**src/rtl/seq_det_pkg.sv**
```systemverilog
// Shared constants for the 1011 serial pattern detector: state width and encodings.
package seq_det_pkg;

    localparam int STATE_W = 3;

    localparam logic [STATE_W-1:0] S_IDLE = 3'd0;
    localparam logic [STATE_W-1:0] S_1    = 3'd1;
    localparam logic [STATE_W-1:0] S_10   = 3'd2;
    localparam logic [STATE_W-1:0] S_101  = 3'd3;
    localparam logic [STATE_W-1:0] S_1011 = 3'd4;

endpackage

```
**src/rtl/seq_det_cnt.sv**
```systemverilog
// Saturating match counter; holds at all-ones instead of wrapping.
module seq_det_cnt
    import seq_det_pkg::*;
#(
    parameter int CNT_W = 8
) (
    input  logic             clk,
    input  logic             n_rst,
    input  logic             clr,
    input  logic             inc,
    output logic [CNT_W-1:0] count
);

    localparam logic [CNT_W-1:0] CNT_MAX = '1;

    always_ff @(posedge clk or negedge n_rst) begin
        if (!n_rst) begin
            count <= '0;
        end else if (clr) begin
            count <= '0;
        end else if (inc && (count != CNT_MAX)) begin
            count <= count + 1'b1;
        end
    end

endmodule

```
**src/rtl/seq_det_1011.sv**
```systemverilog
// Overlapping 1011 detector (Moore FSM) with registered match pulse.
// Optional saturating match counter is built only when SEQ_DET_CNT_EN is defined.
//
//   state  | meaning
//   S_IDLE | no useful prefix seen
//   S_1    | last sampled bits end in 1
//   S_10   | last sampled bits end in 10
//   S_101  | last sampled bits end in 101
//   S_1011 | full pattern just sampled
module seq_det_1011
    import seq_det_pkg::*;
#(
    parameter int CNT_W = 8
) (
    input  logic               clk,
    input  logic               n_rst,
    input  logic               din,
    input  logic               en,
    input  logic               clr,
    output logic               match,
    output logic [STATE_W-1:0] state_o
`ifdef SEQ_DET_CNT_EN
    ,
    output logic [CNT_W-1:0]   match_cnt
`endif
);

    if (CNT_W < 1) begin : g_bad_cnt_w
        $error("seq_det_1011: CNT_W must be at least 1");
    end

    logic [STATE_W-1:0] state;
    logic [STATE_W-1:0] state_nxt;
    logic               hit;

    assign hit = en & din & (state == S_101);

    // Illegal encodings recover to idle even while sampling is stalled.
    always_comb begin
        state_nxt = state;
        case (state)
            S_IDLE:  if (en) state_nxt = din ? S_1    : S_IDLE;
            S_1:     if (en) state_nxt = din ? S_1    : S_10;
            S_10:    if (en) state_nxt = din ? S_101  : S_IDLE;
            S_101:   if (en) state_nxt = din ? S_1011 : S_10;
            S_1011:  if (en) state_nxt = din ? S_1    : S_10;
            default: state_nxt = S_IDLE;
        endcase
    end

    always_ff @(posedge clk or negedge n_rst) begin
        if (!n_rst) begin
            state <= S_IDLE;
            match <= 1'b0;
        end else if (clr) begin
            state <= S_IDLE;
            match <= 1'b0;
        end else begin
            state <= state_nxt;
            match <= hit;
        end
    end

    assign state_o = state;

`ifdef SEQ_DET_CNT_EN
    seq_det_cnt #(
        .CNT_W (CNT_W)
    ) u_cnt (
        .clk   (clk),
        .n_rst (n_rst),
        .clr   (clr),
        .inc   (hit),
        .count (match_cnt)
    );
`endif

endmodule
```
**config.mk**
```make
export PLATFORM = sky130hd
export DESIGN_NAME = seq_det_1011
export DESIGN_NICKNAME = d
export VERILOG_FILES = /design/src/rtl/seq_det_pkg.sv /design/src/rtl/seq_det_cnt.sv /design/src/rtl/seq_det_1011.sv
export SDC_FILE = /design/constraint.sdc
export NUM_CORES = 1
export LEC_CHECK = 0
export BUFFER_PORTS_ARGS = -buffer_cell sky130_fd_sc_hd__buf_2
export CORE_AREA = 2 2 39 41
export CTS_BUF_LIST = sky130_fd_sc_hd__clkbuf_16
export DETAILED_ROUTE_END_ITERATION = 12
export DIE_AREA = 0 0 41 43
export PLACE_DENSITY = 0.45
export SETUP_SLACK_MARGIN = 0.05
export SKIP_CTS_REPAIR_TIMING = 1
export SYNTH_ARGS = -nofsm -noshare
export SYNTH_HDL_FRONTEND = slang
export SYNTH_SLANG_ARGS = --single-unit
```
**constraint.sdc**
```tcl
create_clock -name clk -period 1.5 [get_ports clk]
set_clock_uncertainty 0.1 [all_clocks]
set_input_delay 0.15 -clock clk [delete_from_list [all_inputs] [get_ports clk]]
set_output_delay 0.15 -clock clk [all_outputs]
set_load 0.02 [all_outputs]
```
After elaboration in Yosys (flattened, before gate mapping)
Cells that the tools add are included.
- equality and inequality tests: 8
- multiplexer cells: 11
- bitwise gates (word level): 2
- reduce and logical (&&, ||, !) cells: 3
- operators by type and width (operator ; count):
    3-bit two-way mux ; 6
    3-bit case mux with 4 select lines ; 1
    3-bit inequality test (second input constant) ; 3
    3-bit by 2-bit == test with 1-bit output (second input constant) ; 2
    2-bit two-way mux ; 2
    4-bit AND reduction ; 1
    3-bit by 1-bit == test with 1-bit output (second input constant) ; 1
    3-bit == test (second input constant) ; 1
    3-bit zero test ; 1
    3-bit by 1-bit inequality test with 1-bit output (second input constant) ; 1
    1-bit AND ; 2
    1-bit two-way mux ; 2
    2-bit OR reduction ; 1
- bits in registers: 4
- input bits: 5
- output and inout port bits: 4
- logic and storage cells: 26

Longest topological paths before layout
- depth in word-level cells: 4
- depth in mapped cells: 3
- mapped depth without buffers: 3

Worst setup path before layout
No wires, ideal clock.
- path kind: register to register
- start point: register state[0] (netlist: state_o[0])
- end point: register state[1] (netlist: state_o[1])
- library setup time: 66 ps
- arrival: 1096 ps
- data required time: 1334 ps
- setup slack: 238 ps
- cell stages (with the launch flop): 4
- buffers on the path: 0
- period minus slack after synthesis: 1262 ps
- cell sequence: dfrtp_1 > nand2b_1 > a2111oi_2 > a31o_1
- word-level cells in the longest chain between the ends: 4
- elaborated cells on any way between the ends: 13
- those cells by class: eq/ne: 8; mux: 2; reduce/logical: 3
- RTL lines (what ; RTL line ; text):
    start, declared ; seq_det_1011.sv:32 ; logic [STATE_W-1:0] state;
    start signal, assigned ; seq_det_1011.sv:59 ; state <= state_nxt;
    3-bit == test / 3-bit by 1-bit == test with 1-bit output (equally long branches) ; seq_det_1011.sv:41 ; case (state)
    2-bit OR reduction (no line) ; - ;
    3-bit by 1-bit inequality test with 1-bit output (no line) / 3-bit case mux with 4 select lines (equally long branches) ; - ;
    4-bit AND reduction (no line) / 3-bit two-way mux (equally long branches) ; - ;
Parallel ways exist; a longest one is shown, timed or not.
A chain may end at the register's enable or synchronous reset.

Worst setup path in the final report
Ends and elaborated chain as after synthesis.

==> flow_summary.html <==
<table>
<tr><th>Metric</th><th>Value</th></tr>
<tr><th colspan="2">Status</th></tr>
<tr><td>Result of the run</td><td>completed</td></tr>
<tr><th colspan="2">Clock network</th></tr>
<tr><td>H-tree level count</td><td>1</td></tr>
<tr><td>Clock transition at the register clock pins on the worst setup and hold paths after CTS</td><td>30 ps</td></tr>
<tr><td>CTS tree</td><td>built</td></tr>
<tr><td>Number of buffers created by CTS</td><td>3</td></tr>
<tr><td># clock sinks</td><td>4</td></tr>
<tr><td>Clock network latency to the later pin of the worst-skew pair</td><td>220 ps</td></tr>
<tr><td>Longest Clk Path Bufs</td><td>2</td></tr>
<tr><td>Clock Tree Root</td><td>clkbuf_16</td></tr>
<tr><th colspan="2">Synthesis</th></tr>
<tr><td>Number of warnings printed during yosys synthesis</td><td>0</td></tr>
<tr><td>Top post-synthesis cells by count</td><td>dfrtp_1, nand2b_1, nor2_1</td></tr>
<tr><td>Area leader, netlist</td><td>dfrtp_1</td></tr>
<tr><td>Count of mapped cells out of synthesis</td><td>20</td></tr>
<tr><td>Count of flip-flops with a built-in enable after synthesis</td><td>0</td></tr>
<tr><td>Count leader, synth</td><td>dfrtp_1</td></tr>
<tr><td>FFs w/ async S/R, synth</td><td>100%</td></tr>
<tr><td>Count of state elements after synthesis</td><td>4</td></tr>
<tr><td>Number of distinct library cells after synthesis</td><td>15</td></tr>
<tr><td>Dominant register cell in the synthesized netlist</td><td>dfrtp_1</td></tr>
<tr><td>Mean instance size in the synthesized netlist</td><td>10.4 um2</td></tr>
<tr><td>Synthesized cell area</td><td>209 um2</td></tr>
<tr><td>Biggest area contributors in the synthesized netlist</td><td>dfrtp_1, a2111oi_2, nand2b_1</td></tr>
<tr><td>Area share of the leading cell type in the synthesized netlist</td><td>a little under half</td></tr>
<tr><td>Sequential element share of the synthesized area</td><td>~48%</td></tr>
<tr><td>Net Count, Synth</td><td>25</td></tr>
<tr><th colspan="2">Floorplan</th></tr>
<tr><td>I/O pins</td><td>9</td></tr>
<tr><td>Die height</td><td>43 um</td></tr>
<tr><td>Area of the core</td><td>1380 um2</td></tr>
<tr><td>Die X-Extent</td><td>41 um</td></tr>
<tr><td>Area enclosed by the die boundary</td><td>1760 um2</td></tr>
<tr><td>Placement row count</td><td>14</td></tr>
<tr><td>Starting Density</td><td>15.1%</td></tr>
<tr><th colspan="2">Final layout</th></tr>
<tr><td>Area Growth Syn to Fin</td><td>69.5%</td></tr>
<tr><td>Share of final-layout standard cells stronger than drive strength 1</td><td>between 40% and 50%</td></tr>
<tr><td>Final net count</td><td>39</td></tr>
<tr><td>Number of filler instances in the final layout</td><td>153</td></tr>
<tr><td>Count of antenna diodes in the layout</td><td>0</td></tr>
<tr><td>Post-route insts no fill</td><td>48</td></tr>
<tr><th colspan="2">STA</th></tr>
<tr><td>Setup violation total in the final timing report</td><td>0</td></tr>
<tr><td>Endpoints failing hold</td><td>0</td></tr>
<tr><td>Final hold slack</td><td>68.3 ps</td></tr>
<tr><td>Actual transition at the worst max-transition pin</td><td>~260 ps</td></tr>
<tr><td>Post-route clock period utilization</td><td>between 80% and 90%</td></tr>
<tr><td>Relative slew slack</td><td>~83%</td></tr>
<tr><td>Setup repair after global routing missed its margin</td><td>false</td></tr>
<tr><td>Setup tns final</td><td>0 ps</td></tr>
<tr><td>Final slew viol count</td><td>0</td></tr>
<tr><td>Shortest period the worst path allows</td><td>~1200 ps</td></tr>
<tr><td>Fmax</td><td>between 0.8 and 0.9 GHz</td></tr>
<tr><th colspan="2">GRT</th></tr>
<tr><td>Tot GR Track Use</td><td>approximately 6.4%</td></tr>
<tr><td>Global-route wire length before repair</td><td>approximately 660 um</td></tr>
<tr><td>Vias in the first global route</td><td>154</td></tr>
<tr><td>Antenna violations before repair</td><td>0</td></tr>
<tr><td>Global route total overflow</td><td>0</td></tr>
<tr><td>Maximum number of pins on one net before global-route repair</td><td>7</td></tr>
<tr><th colspan="2">Setup path</th></tr>
<tr><td>Startpoint Class</td><td>flop</td></tr>
<tr><td>Worst stage delay on the critical path</td><td>400 ps</td></tr>
<tr><td>Reg2Reg Depth</td><td>3</td></tr>
<tr><td>Crit path max-delay family</td><td>compound AO/OA/AOI/OAI gates</td></tr>
<tr><td>Launch instance of the worst register-to-register path</td><td>state_o[0]$_DFFE_PN0P_</td></tr>
<tr><td>Count of buffer and inverter cells on the critical path</td><td>0</td></tr>
<tr><td>Data arrival time at the worst-slack endpoint</td><td>1280 ps</td></tr>
<tr><td>Setup crit end kind</td><td>flop</td></tr>
<tr><td>End of the worst register-to-register path</td><td>state_o[1]$_DFFE_PN0P_</td></tr>
<tr><td>Worst path cell trace</td><td>nand2b_1 -&gt; a2111oi_2 -&gt; a31o_1</td></tr>
<tr><td>Setup slack, reg-to-reg</td><td>270 ps</td></tr>
<tr><td>Crit Path Max Fanout</td><td>5</td></tr>
<tr><td>Critical path class</td><td>reg2reg</td></tr>
<tr><td>Max stage delay cell, worst path</td><td>dfrtp_1</td></tr>
<tr><td>Data required time of the worst path</td><td>approximately 1600 ps</td></tr>
<tr><th colspan="2">Drt</th></tr>
<tr><td>Detail-routed via count per cell</td><td>3.92</td></tr>
<tr><td>Drt first-iter violations</td><td>5</td></tr>
<tr><td>Total met3 wirelength after detailed routing</td><td>around 60 um</td></tr>
<tr><td>1st-pass router iterations</td><td>3</td></tr>
<tr><td>Wire length on met2</td><td>162 um</td></tr>
<tr><td>Routed vias</td><td>approximately 190</td></tr>
<tr><td>Final routed wirelength across all metal layers</td><td>about 500 um</td></tr>
<tr><td>Post-route ant nets</td><td>0</td></tr>
<tr><td>Drt wl/cell</td><td>around 10 um</td></tr>
<tr><td>Met1 WL</td><td>roughly 280 um</td></tr>
<tr><td>Highest routing layer actually used</td><td>met3</td></tr>
<tr><td>Number of remaining DRC errors</td><td>0</td></tr>
<tr><th colspan="2">Pwr</th></tr>
<tr><td>Comb pwr share</td><td>5.3%</td></tr>
<tr><td>Internal Pwr Total</td><td>464 uW</td></tr>
<tr><td>Leakage power of the design</td><td>around 0.00016 uW</td></tr>
<tr><td>Net switching power</td><td>89.1 uW</td></tr>
<tr><td>Power, Total</td><td>553 uW</td></tr>
<tr><td>Switch share</td><td>16.1%</td></tr>
<tr><td>Highest ir drop seen on vdd</td><td>0.591 mV</td></tr>
<tr><td>Seq pwr share</td><td>between 20% and 30%</td></tr>
<tr><td>Pwr per Cell Area</td><td>roughly 1600 nW/um2</td></tr>
<tr><td>Clock network power share</td><td>74.1%</td></tr>
<tr><th colspan="2">Worst hold path</th></tr>
<tr><td>Hold Crit Start</td><td>clr</td></tr>
<tr><td>HP Class</td><td>in2reg</td></tr>
<tr><td>End point of the most critical hold path</td><td>state_o[2]$_DFFE_PN0P_</td></tr>
<tr><td>Worst hold path stage count</td><td>2</td></tr>
<tr><th colspan="2">Run</th></tr>
<tr><td>Count of max-cap constraint violations</td><td>0</td></tr>
<tr><th colspan="2">Placed design</th></tr>
<tr><td>Final RePlAce weighted congestion</td><td>0.682</td></tr>
<tr><td>Number of port buffers</td><td>8</td></tr>
<tr><td>Total instance count after detailed placement</td><td>44</td></tr>
<tr><td>Post-detail-place hpwl</td><td>roughly 360 um</td></tr>
</table>
[flip-flops by register name (all words and copies together), names as in the netlist]
name / count
match: 1
state_o: 3
[cell usage in the layout, fill, tap and decap left out]
cell type,n
a2111oi_2,1
a31o_1,1
buf_2,8
clkbuf_16,3
dfrtp_1,4
dlygate4sd3_1,1
inv_1,1
maj3_2,1
nand2_1,1
nand2b_1,2
nand3_1,1
nor2_1,2
nor2b_1,1
nor3_1,1
o21ai_0,1
o22a_1,1
o32ai_1,1
or2b_1,1
[cells by family (layout without fill, tap and decap cells)]
group,count (synthesis),in the layout,share of synthesized area [%]
compound gates,5,5,22.2
fa+ha+maj,1,1,5.39
buf+inv,1,13,1.79
flops,4,4,47.9
simple gates,9,9,22.8
[power by group through the flow]
stage | logic [uW] | clock network, uW | registers (uW)
floorplan | 9.61 | 0 | 117
global placement | 28.3 | 0 | 115
detailed placement | 27.7 | 0 | 115
CTS | 27.8 | 417 | 113
global route | 32.0 | 424 | 114
finish | 29.5 | 410 | 113
[area by class of cell]
| type | instances | area, um2 | share of cell area, % |
|---|---|---|---|
| tap | 16 | 20.0 | 5.65 |
| timing repair buffer | 9 | 50.0 | 14.1 |
| multi-input combinational | 15 | 105 | 29.7 |
| inverter | 1 | 3.75 | 1.06 |
| clock buffer | 3 | 75.1 | 21.2 |
| sequential | 4 | 100 | 28.3 |
[per-layer routing]
layer	GRT usage (%)	vias up
li1	-	98
met1	9.45	81
met2	5.00	9
met3	4.71	0
met4	6.00	0
met5	0	-
[worst max-delay path by stage]
stage                      startpoint                      to  slack [ps]  cells after the start
2_1_floorplan  state_o[0]$_DFFE_PN0P_  state_o[1]$_DFFE_PN0P_         240                      3
3_3_place_gp   state_o[0]$_DFFE_PN0P_  state_o[1]$_DFFE_PN0P_         290                      3
3_5_place_dp   state_o[0]$_DFFE_PN0P_  state_o[1]$_DFFE_PN0P_         270                      3
4_1_cts        state_o[0]$_DFFE_PN0P_  state_o[1]$_DFFE_PN0P_         250                      3
5_1_grt        state_o[0]$_DFFE_PN0P_  state_o[1]$_DFFE_PN0P_         210                      3
6_report       state_o[0]$_DFFE_PN0P_  state_o[1]$_DFFE_PN0P_         270                      3
[per-stage QoR]
step	instance area [um2]	setup WS [ps]	utilization, %
6_report	354	275	25.6
5_1_grt	354	207	25.6
4_1_cts	344	255	24.9
3_5_place_dp	269	272	19.4
3_3_place_gp	269	292	19.4
2_1_floorplan	209	238	-
[worst register-to-register path: cells and delay by family, from the launching register on]
kind,cells,cell delay [ps]
AND/OR/NAND/NOR,1,160
AO/OA/AOI/OAI,2,500
flip-flops,1,400
(Power assumes the default switching activity.)
